**src/rtl/instr_encoder.sv**
```systemverilog
// Packs symbolic RV32 instruction requests into machine words and streams them,
// through a small FIFO, into sequential instruction-memory addresses.
module instr_encoder #(
    parameter int unsigned ADDR_W     = 8,
    parameter int unsigned FIFO_DEPTH = 4
) (
    input  logic              clk,
    input  logic              rst_n,
    input  logic              req_valid,
    output logic              req_ready,
    input  logic [2:0]        req_fmt,
    input  logic [3:0]        req_op,
    input  logic [4:0]        req_rd,
    input  logic [4:0]        req_rs1,
    input  logic [4:0]        req_rs2,
    input  logic [19:0]       req_imm,
    input  logic              flush,
    output logic              imem_we,
    output logic [ADDR_W-1:0] imem_addr,
    output logic [31:0]       imem_wdata,
    input  logic              imem_ready,
    output logic              busy,
    output logic              err
);

    localparam int unsigned PTR_W = (FIFO_DEPTH > 1) ? $clog2(FIFO_DEPTH) : 1;

    logic [PTR_W-1:0]  r_wr_ptr;
    logic [PTR_W-1:0]  r_rd_ptr;
    logic [PTR_W:0]    r_count;
    logic [31:0]       r_mem [FIFO_DEPTH];
    logic [31:0]       r_last;
    logic [ADDR_W-1:0] r_addr;
    logic              r_err;

    logic        w_full;
    logic        w_empty;
    logic        w_accept;
    logic        w_push;
    logic        w_pop;
    logic        w_legal;
    logic [31:0] w_word;
    logic [6:0]  w_f7;
    logic [2:0]  w_f3;

    assign w_full  = (r_count == (PTR_W+1)'(FIFO_DEPTH));
    assign w_empty = (r_count == '0);

    // Encoder: decode format/op into funct fields, then assemble the word.
    always_comb begin
        w_legal = 1'b0;
        w_word  = '0;
        w_f7    = '0;
        w_f3    = '0;
        case (req_fmt)
            3'b000: begin
                w_legal = 1'b1;
                case (req_op)
                    4'h0: w_f3 = 3'b000;
                    4'h1: w_f7 = 7'b0100000;
                    4'h2: w_f3 = 3'b111;
                    4'h3: w_f3 = 3'b110;
                    4'h4: w_f3 = 3'b100;
                    4'h5: w_f3 = 3'b001;
                    4'h6: begin w_f7 = 7'b0100000; w_f3 = 3'b101; end
                    4'h7: w_f3 = 3'b101;
                    4'h8: w_f3 = 3'b010;
                    4'h9: w_f3 = 3'b011;
                    4'hA: w_f7 = 7'b0000001;
                    4'hB: begin w_f7 = 7'b0000001; w_f3 = 3'b001; end
                    4'hC: begin w_f7 = 7'b0000001; w_f3 = 3'b011; end
                    4'hD: w_f3 = 3'b001;
                    default: w_legal = 1'b0;
                endcase
                if (req_op == 4'hD) begin
                    w_word = {req_imm[11:0], req_rs1, w_f3, req_rd, 7'b1110011};
                end else begin
                    w_word = {w_f7, req_rs2, req_rs1, w_f3, req_rd, 7'b0110011};
                end
            end
            3'b001: begin
                w_legal = 1'b1;
                case (req_op)
                    4'h0: w_f3 = 3'b000;
                    4'h1: w_f3 = 3'b111;
                    4'h2: w_f3 = 3'b110;
                    4'h3: w_f3 = 3'b100;
                    4'h4: w_f3 = 3'b001;
                    4'h5: begin w_f7 = 7'b0100000; w_f3 = 3'b101; end
                    4'h6: w_f3 = 3'b101;
                    default: w_legal = 1'b0;
                endcase
                // Shifts carry only a 5-bit shamt under a funct7-style upper field.
                if (req_op == 4'h4 || req_op == 4'h5 || req_op == 4'h6) begin
                    w_word = {w_f7, req_imm[4:0], req_rs1, w_f3, req_rd, 7'b0010011};
                end else begin
                    w_word = {req_imm[11:0], req_rs1, w_f3, req_rd, 7'b0010011};
                end
            end
            3'b010: begin
                w_legal = (req_op == 4'h0);
                w_word  = {req_imm, req_rd, 7'b0110111};
            end
            default: w_legal = 1'b0;
        endcase
    end

    assign w_accept = req_valid && !w_full && !flush;
    assign w_push   = w_accept && w_legal;
    assign w_pop    = !w_empty && imem_ready && !flush;

    always_ff @(posedge clk or negedge rst_n) begin
        if (!rst_n) begin
            r_wr_ptr <= '0;
            r_rd_ptr <= '0;
            r_count  <= '0;
            r_last   <= '0;
            r_addr   <= '0;
            r_err    <= 1'b0;
        end else if (flush) begin
            r_wr_ptr <= '0;
            r_rd_ptr <= '0;
            r_count  <= '0;
            r_addr   <= '0;
            r_err    <= 1'b0;
        end else begin
            if (w_push) begin
                r_wr_ptr <= r_wr_ptr + PTR_W'(1);
            end
            if (w_pop) begin
                r_rd_ptr <= r_rd_ptr + PTR_W'(1);
                r_addr   <= r_addr + ADDR_W'(1);
                r_last   <= r_mem[r_rd_ptr];
            end
            case ({w_push, w_pop})
                2'b10:   r_count <= r_count + (PTR_W+1)'(1);
                2'b01:   r_count <= r_count - (PTR_W+1)'(1);
                default: r_count <= r_count;
            endcase
            if (w_accept && !w_legal) begin
                r_err <= 1'b1;
            end
        end
    end

    always_ff @(posedge clk) begin
        if (w_push) begin
            r_mem[r_wr_ptr] <= w_word;
        end
    end

    assign req_ready  = !w_full;
    assign imem_we    = !w_empty;
    assign busy       = !w_empty;
    assign imem_addr  = r_addr;
    // Once drained, keep presenting the last word that was written.
    assign imem_wdata = w_empty ? r_last : r_mem[r_rd_ptr];
    assign err        = r_err;

endmodule

```
**config.mk**
```make
export PLATFORM = sky130hd
export DESIGN_NAME = instr_encoder
export DESIGN_NICKNAME = d
export VERILOG_FILES = /design/src/rtl/instr_encoder.sv
export SDC_FILE = /design/constraint.sdc
export NUM_CORES = 1
export LEC_CHECK = 0
export BUFFER_PORTS_ARGS = -buffer_cell sky130_fd_sc_hd__buf_2
export CAP_MARGIN = 20
export CORE_ASPECT_RATIO = 0.75
export CORE_MARGIN = 4
export CORE_UTILIZATION = 27
export DETAILED_ROUTE_END_ITERATION = 12
export PLACE_DENSITY_LB_ADDON = 0.25
export SYNTH_ARGS = -nofsm -noshare
export SYNTH_HDL_FRONTEND = slang
export SYNTH_SLANG_ARGS = --single-unit
```
**constraint.sdc**
```tcl
create_clock -name clk -period 4.5 [get_ports clk]
set_input_delay 0.45 -clock clk [delete_from_list [all_inputs] [get_ports clk]]
set_output_delay 0.45 -clock clk [all_outputs]
set_load 0.01 [all_outputs]
```
==> results.ini, run 1 <==
[status]
status = complete, no violations

[clock_tree]
insertion_delay_ns = 0.43
cts_tree = built
htreeDepth = 4
post_cts_resized = 0
numCtsBuffers = 17
clockRootBuffer = clkbuf_16
cts.sinks = 161
holdBufCountCts = 0
cts_buffer_depth = 2
cts_post_setup_buffers_inserted = 0
clk_pin_slew_worst_paths_ns = 0.07

[floorplan]
die_area_sq_mm = 0.02876
ios = 91
core_sq_mm = 0.02534
initial_utilization = 0.2780
fp.dieH_um = 147.9
die_w_um = 194.5
fp-row-count = 50

[place]
gp_congestion = 0.7514
place_inst = 837
hpwl_um = 10970
numPortBuffers = 89

[synth]
synthArstFlopShare = 0.2795
synthTopCellsByArea = edfxtp_1 49%, dfrtp_1 16%, mux2_2 9.4%
yosysTopAreaCellShare = 0.4946
synth_most_common_cell = edfxtp_1
syn_nets = 480
synth_compound_area_frac = 0.05507
synth_top_family_by_area = multiplexers
synth_mux_area_frac = 0.1885
synth.top_cells.by_count = 116 x edfxtp_1, 59 x mux2_2, 45 x dfrtp_1
synthSimpleGateAreaFrac = 0.04992
synth_area_leader_cell = edfxtp_1
yosysWarnings = 0
synth-edff-count = 116
synth_xor_area_frac = 0.01119
syn_inst = 427
synth-seq-cells = 161
synth_ff_type = edfxtp_1
synth.avg_cell_area_sq_um = 16.49
seq_area_frac_synth = 0.6545
synth_fa_ha_area_frac = 0.01172
synth_area_sq_mm = 0.007043
synthDistinctLibCells = 48

[grt]
grt_max_degree = 46
overflow = 0
grt_pass1_vias = 4229
grt_pass1_wl_um = 25860
antenna_found_initial = 0
grt_usage = 0.1191

[layout]
n_antenna_cell = 0
syn_to_final_growth_pct = 21.25
drive_above_1_share = 0.4294
fin_cells = 869
n_fill_cell = 2456
layout.nets = 571

[setup_path]
crit_chain = buf_4, mux4_2, mux2_2, buf_2
cp.required_ns = 4.05
cp-end-kind = primary output
startpoint_type = flop
critical_path_class = reg -> out
cpPeakStageDelay_ns = 0.93
crit_path_top_delay_cell = dfrtp_1
path_max_fanout = 16
worstPathArrival_ns = 2.61

[sta]
slew_viol_final = 0
fin_crit_ns = 3.063
setup_tns_ns = 0
maxSlewHeadroom = 0.3946
setup_violations = 0
post-route-period-util = 0.6806
max_freq_mhz = 326.5
skew_ns = 0.01566
tightest_slew_ns = 0.9081
rsz0062_at_grt = no
finalHoldViolCount = 0

[detailed_routing]
wl_per_cell_um = 19.46
vias = 4111
drt_wl_total_um = 16910
post_drt_via_cell_ratio = 4.731
final_antenna_net_count = 0
drc = 0
first_iter_violations = 292
drtPass1Iterations = 5

[power]
power_leakage_uw = 0.003162
p_per_area_mw_per_mm2 = 590.2
ir_drop_mv = 0.3418

[job]
cap_violations = 0

[hold_path]
hold_path_class = in -> async

==> final timing paths <==
check,startpoint,endpoint,slack [ns],cells past startpoint
worst max register to register,r_count[0],r_count[2],1.92,7
worst max-delay path,r_rd_ptr[1],imem_wdata[20],1.44,4
worst min-delay path,rst_n,r_last[6],0.16,2
min in group clk,req_rd[2],r_mem[2][9],0.39,2
max in group asynchronous,rst_n,r_rd_ptr[0],3.83,2
worst min register to register,r_last[11],r_last[11],0.50,1
==> critical path, delay by kind of cell, from the launching register on <==
family                 cells  cell delay (ns)
flip-flops                 1             0.93
multiplexers               2             0.71
buffers and inverters      2             0.54
==> stage by stage <==
step	total power [uW]	hold slack, ns	area (sq um)	utilization	setup WS (ns)
after floorplan	2952	0.1544	7043	-	1.893
after global placement	3482	0.4838	7860	0.3102	1.491
after detailed placement	3515	0.4905	7880	0.3110	1.501
after CTS	5137	0.1825	8539	0.3370	1.400
after global routing	5317	0.2291	8539	0.3370	1.338
final	5040	0.1644	8539	0.3370	1.437
==> cells in the final DEF, fill, tap and decap left out, types with 2 or more instances in the layout <==
master	Yosys	routed
edfxtp_1	116	116
buf_2	5	89
mux2_2	59	59
dfrtp_1	45	44
mux4_2	29	29
nor2_1	21	20
clkbuf_16	0	17
inv_1	15	15
nand2_1	13	13
a22o_1	10	10
buf_4	5	10
and2_1	9	9
o21ai_0	8	8
xor2_1	7	7
a21oi_1	6	6
a222oi_1	6	6
ha_1	5	5
bufinv_16	0	5
nor3_1	5	4
a221o_1	4	4
clkinvlp_4	0	4
o21a_1	3	3
o22ai_1	3	3
nand4_1	3	3
or3_1	2	2
or2_2	2	2
a22oi_1	2	2
nand3_1	2	2
nor4_1	2	2
o31ai_1	2	2
nor3_2	1	2
and3_1	2	2
xnor2_1	2	2
clkbuf_8	0	2
inv_6	0	2
==> per-layer routing <==
metal | vias to the layer above | track usage | share of wire
met4 | 0 | 0.03373 | 0.013
met1 | 2112 | 0.1818 | 0.52
met2 | 135 | 0.1664 | 0.42
met3 | 20 | 0.03076 | 0.051
li1 | 1844 | - | -
met5 | - | 0 | 0
==> sequential cells by signal (all words and copies together), names as in the netlist <==
register   count
err            1
imem_addr      8
r_count        3
r_last        29
r_mem        116
r_rd_ptr       2
r_wr_ptr       2
==> power by group <==
part | switching [uW] | internal (uW) | total, uW
logic | 761 | 791 | 1550
clock network | 583 | 1020 | 1600
registers | 125 | 1760 | 1890
total | 1470 | 3570 | 5040
==> cell families (layout without fill, tap and decap cells) <==
family / after synthesis / in the layout
and+or+nand+nor: 67 / 67
muxes: 89 / 89
AOI/OAI and AO/OA: 51 / 51
DFF: 161 / 161
buffers and inverters: 43 / 147
other: 1 / 1
adders and majority gates: 6 / 6
xor gates and xnor gates: 9 / 9
==> cell type report <==
cell class	count	area (sq um)	share of cell area
sequential	161	4611	0.5399
multi-input combinational	223	2250	0.2634
timing repair buffer	100	540.5	0.06330
clock buffer	20	456.7	0.05348
tap	338	422.9	0.04952
clock inverter	12	202.7	0.02374
inverter	15	56.30	0.006593
(Power assumes the default switching activity.)
==> run 2: changes to the inputs <==
Clock period 4.5 ns to 2.7 ns, I/O delays scaled along.
==> run 2 against run 1 <==
Effect of this change:
- via count is 0.68% higher
- combinational power up 72%
- first-iteration DRC count rose by 56%
- sequential cell count unchanged
- sequential share of layout area decreased by 0.46 points
- clock power rose by 55%
- wire length decreased by 0.73%
- total power rose by 63%
- worst setup slack worse by 1.1 ns
- die area did not move
- critical path type unchanged
- critical endpoint is now imem_wdata[6]
==> results.ini, run 2 (synthesis gave the netlist of run 1 again) <==
[clock_tree]
clockRootBuffer = clkbuf_16  ; unchanged
cts_buffer_depth = 2  ; unchanged
insertion_delay_ns = 0.42  ; was 0.43 ns
clk_pin_slew_worst_paths_ns = 0.06  ; was 0.07 ns
cts.sinks = 161  ; unchanged
numCtsBuffers = 17  ; unchanged
htreeDepth = 4  ; unchanged
cts_tree = built  ; unchanged

[setup_path]
cp.required_ns = 2.43  ; was 4.05 ns
worstPathArrival_ns = 2.10  ; was 2.61 ns
cpPeakStageDelay_ns = 0.60  ; was 0.93 ns
crit_chain = buf_12, mux4_2, mux2_2, buf_2  ; was buf_4, mux4_2, mux2_2, buf_2
path_max_fanout = 31  ; was 16
startpoint_type = flop  ; unchanged
cp-end-kind = primary output  ; unchanged
critical_path_class = reg -> out  ; unchanged
crit_path_top_delay_cell = mux4_2  ; was dfrtp_1

[power]
p_per_area_mw_per_mm2 = 956.2  ; was 590.2 mW/mm^2
ir_drop_mv = 0.4288  ; was 0.3418 mV
power_leakage_uw = 0.003199  ; was 0.003162 uW

[detailed_routing]
first_iter_violations = 456  ; was 292
post_drt_via_cell_ratio = 4.714  ; was 4.731
drt_wl_total_um = 16790  ; was 16910 um
drtPass1Iterations = 5  ; unchanged
vias = 4139  ; was 4111
final_antenna_net_count = 0  ; unchanged
wl_per_cell_um = 19.12  ; was 19.46 um
drc = 0  ; unchanged

[floorplan]
die_area_sq_mm = 0.02876  ; unchanged
initial_utilization = 0.2780  ; unchanged
fp.dieH_um = 147.9  ; unchanged
core_sq_mm = 0.02534  ; unchanged
die_w_um = 194.5  ; unchanged
fp-row-count = 50  ; unchanged
ios = 91  ; unchanged

[place]
numPortBuffers = 89  ; unchanged
place_area_sq_mm = 0.007990  ; was 0.007880 sq mm
hpwl_um = 11580  ; was 10970 um
gp_congestion = 0.8055  ; was 0.7514

[grt]
overflow = 0  ; unchanged
grt_max_degree = 46  ; unchanged
grt_pass1_vias = 4277  ; was 4229
antenna_found_initial = 0  ; unchanged
grt_pass1_wl_um = 25810  ; was 25860 um
grt_usage = 0.1188  ; was 0.1191

[layout]
layout.nets = 580  ; was 571
largest_reg_flops = 116  ; unchanged
fin_area_sq_mm = 0.008613  ; was 0.008539 sq mm
regMostFlops = r_mem  ; unchanged
layout_commonest_cell = edfxtp_1  ; unchanged
final_util = 0.3400  ; was 0.3370
syn_to_final_growth_pct = 22.30  ; was 21.25%
drive_above_1_share = 0.4352  ; was 0.4294
multiInputGateArea_sq_mm = 0.002250  ; unchanged
final_cell_mix = 116 x edfxtp_1, 89 x buf_2, 59 x mux2_2, 44 x dfrtp_1, 29 x mux4_2  ; unchanged
n_fill_cell = 2417  ; was 2456
n_antenna_cell = 0  ; unchanged
regArea_sq_mm = 0.004611  ; unchanged

[sta]
post-route-period-util = 0.8768
maxSlewHeadroom = 0.5191  ; was 0.3946
setup_tns_ns = 0  ; unchanged
max_freq_mhz = 422.4
finalHoldViolCount = 0  ; unchanged
tightest_slew_ns = 0.7213  ; was 0.9081 ns
fin_crit_ns = 2.367
rsz0062_at_grt = no  ; unchanged
slew_viol_final = 0  ; unchanged
skew_ns = 0.008412  ; was 0.01566 ns
setup_violations = 0  ; unchanged

[job]
cap_violations = 0  ; unchanged

[hold_path]
hold_path_class = in -> reg  ; was in -> async

[status]
status = complete, no violations  ; unchanged

==> run 2: cell types whose count changed in the layout (fill, tap and decap cells not counted), sizes merged <==
cell	delta
clkinvlp	-1
bufinv	-2
buf	+8
clkinv	+2
dlygate4sd3	+1
clkbuf	+1
==> run 2: worst paths after layout <==
kind / depth (start not counted) / startpoint / end / slack (ns)
max: 4 / r_rd_ptr[0] / imem_wdata[6] / 0.33
min reg2reg: 1 / r_last[22] / r_last[22] / 0.50
min in group asynchronous: 3 / rst_n / r_last[11] / 0.50
max reg2reg: 7 / r_count[0] / r_count[2] / 0.41
max in group asynchronous: 3 / rst_n / r_rd_ptr[0] / 1.73
min: 4 / imem_ready / imem_addr[1] / 0.21
==> run 2: repair_timing <==
action / in CTS / in global routing
hold buffers: 1 / 0
endpoints found under the hold margin: 35 / 0
resized for setup: 0 / 0
buffers inserted: 0 / 0
==> run 2: layer usage <==
layer / up-vias / global-route usage / routed length, um / share of wire
li1: 1862 / - / - / -
met1: 2110 / 0.1746 / 8348 / 0.50
met5: - / 0 / 0 / 0
met2: 152 / 0.1729 / 7191 / 0.43
met3: 15 / 0.03281 / 1024 / 0.061
met4: 0 / 0.03303 / 221 / 0.013
==> run 2: layout make-up <==
type / count / share of cell area
clock inverters: 11 / 0.01772
multi-input cells: 223 / 0.2612
well taps: 338 / 0.04910
clock buffers: 21 / 0.05346
repair buffers: 109 / 0.07670
inverters: 15 / 0.006537
flip-flops and latches: 161 / 0.5353
==> run 2: report_power, final <==
| part | switching, uW | internal, uW |
|---|---|---|
| sequential | 151 | 2940 |
| combinational | 1320 | 1350 |
| clock | 967 | 1510 |
| total | 2440 | 5800 |
==> run 2: through the flow <==
stage,total power (uW),cells,hold slack [ns],setup slack (ns)
6_report,8236,878,0.2103,0.3325
5_1_grt,8704,878,0.2080,0.2237
4_1_cts,8390,878,0.1971,0.2880
3_5_place_dp,5890,845,0.4394,0.2539
3_3_place_gp,5834,845,0.4417,0.3348
2_1_floorplan,4920,427,-0.02559,0.2727
==> run 2: critical path: cells and delay by family (launching register included) <==
| family | cells | cell delay, ns |
|---|---|---|
| DFF | 1 | 0.37 |
| buffers and inverters | 2 | 0.40 |
| muxes | 2 | 0.89 |
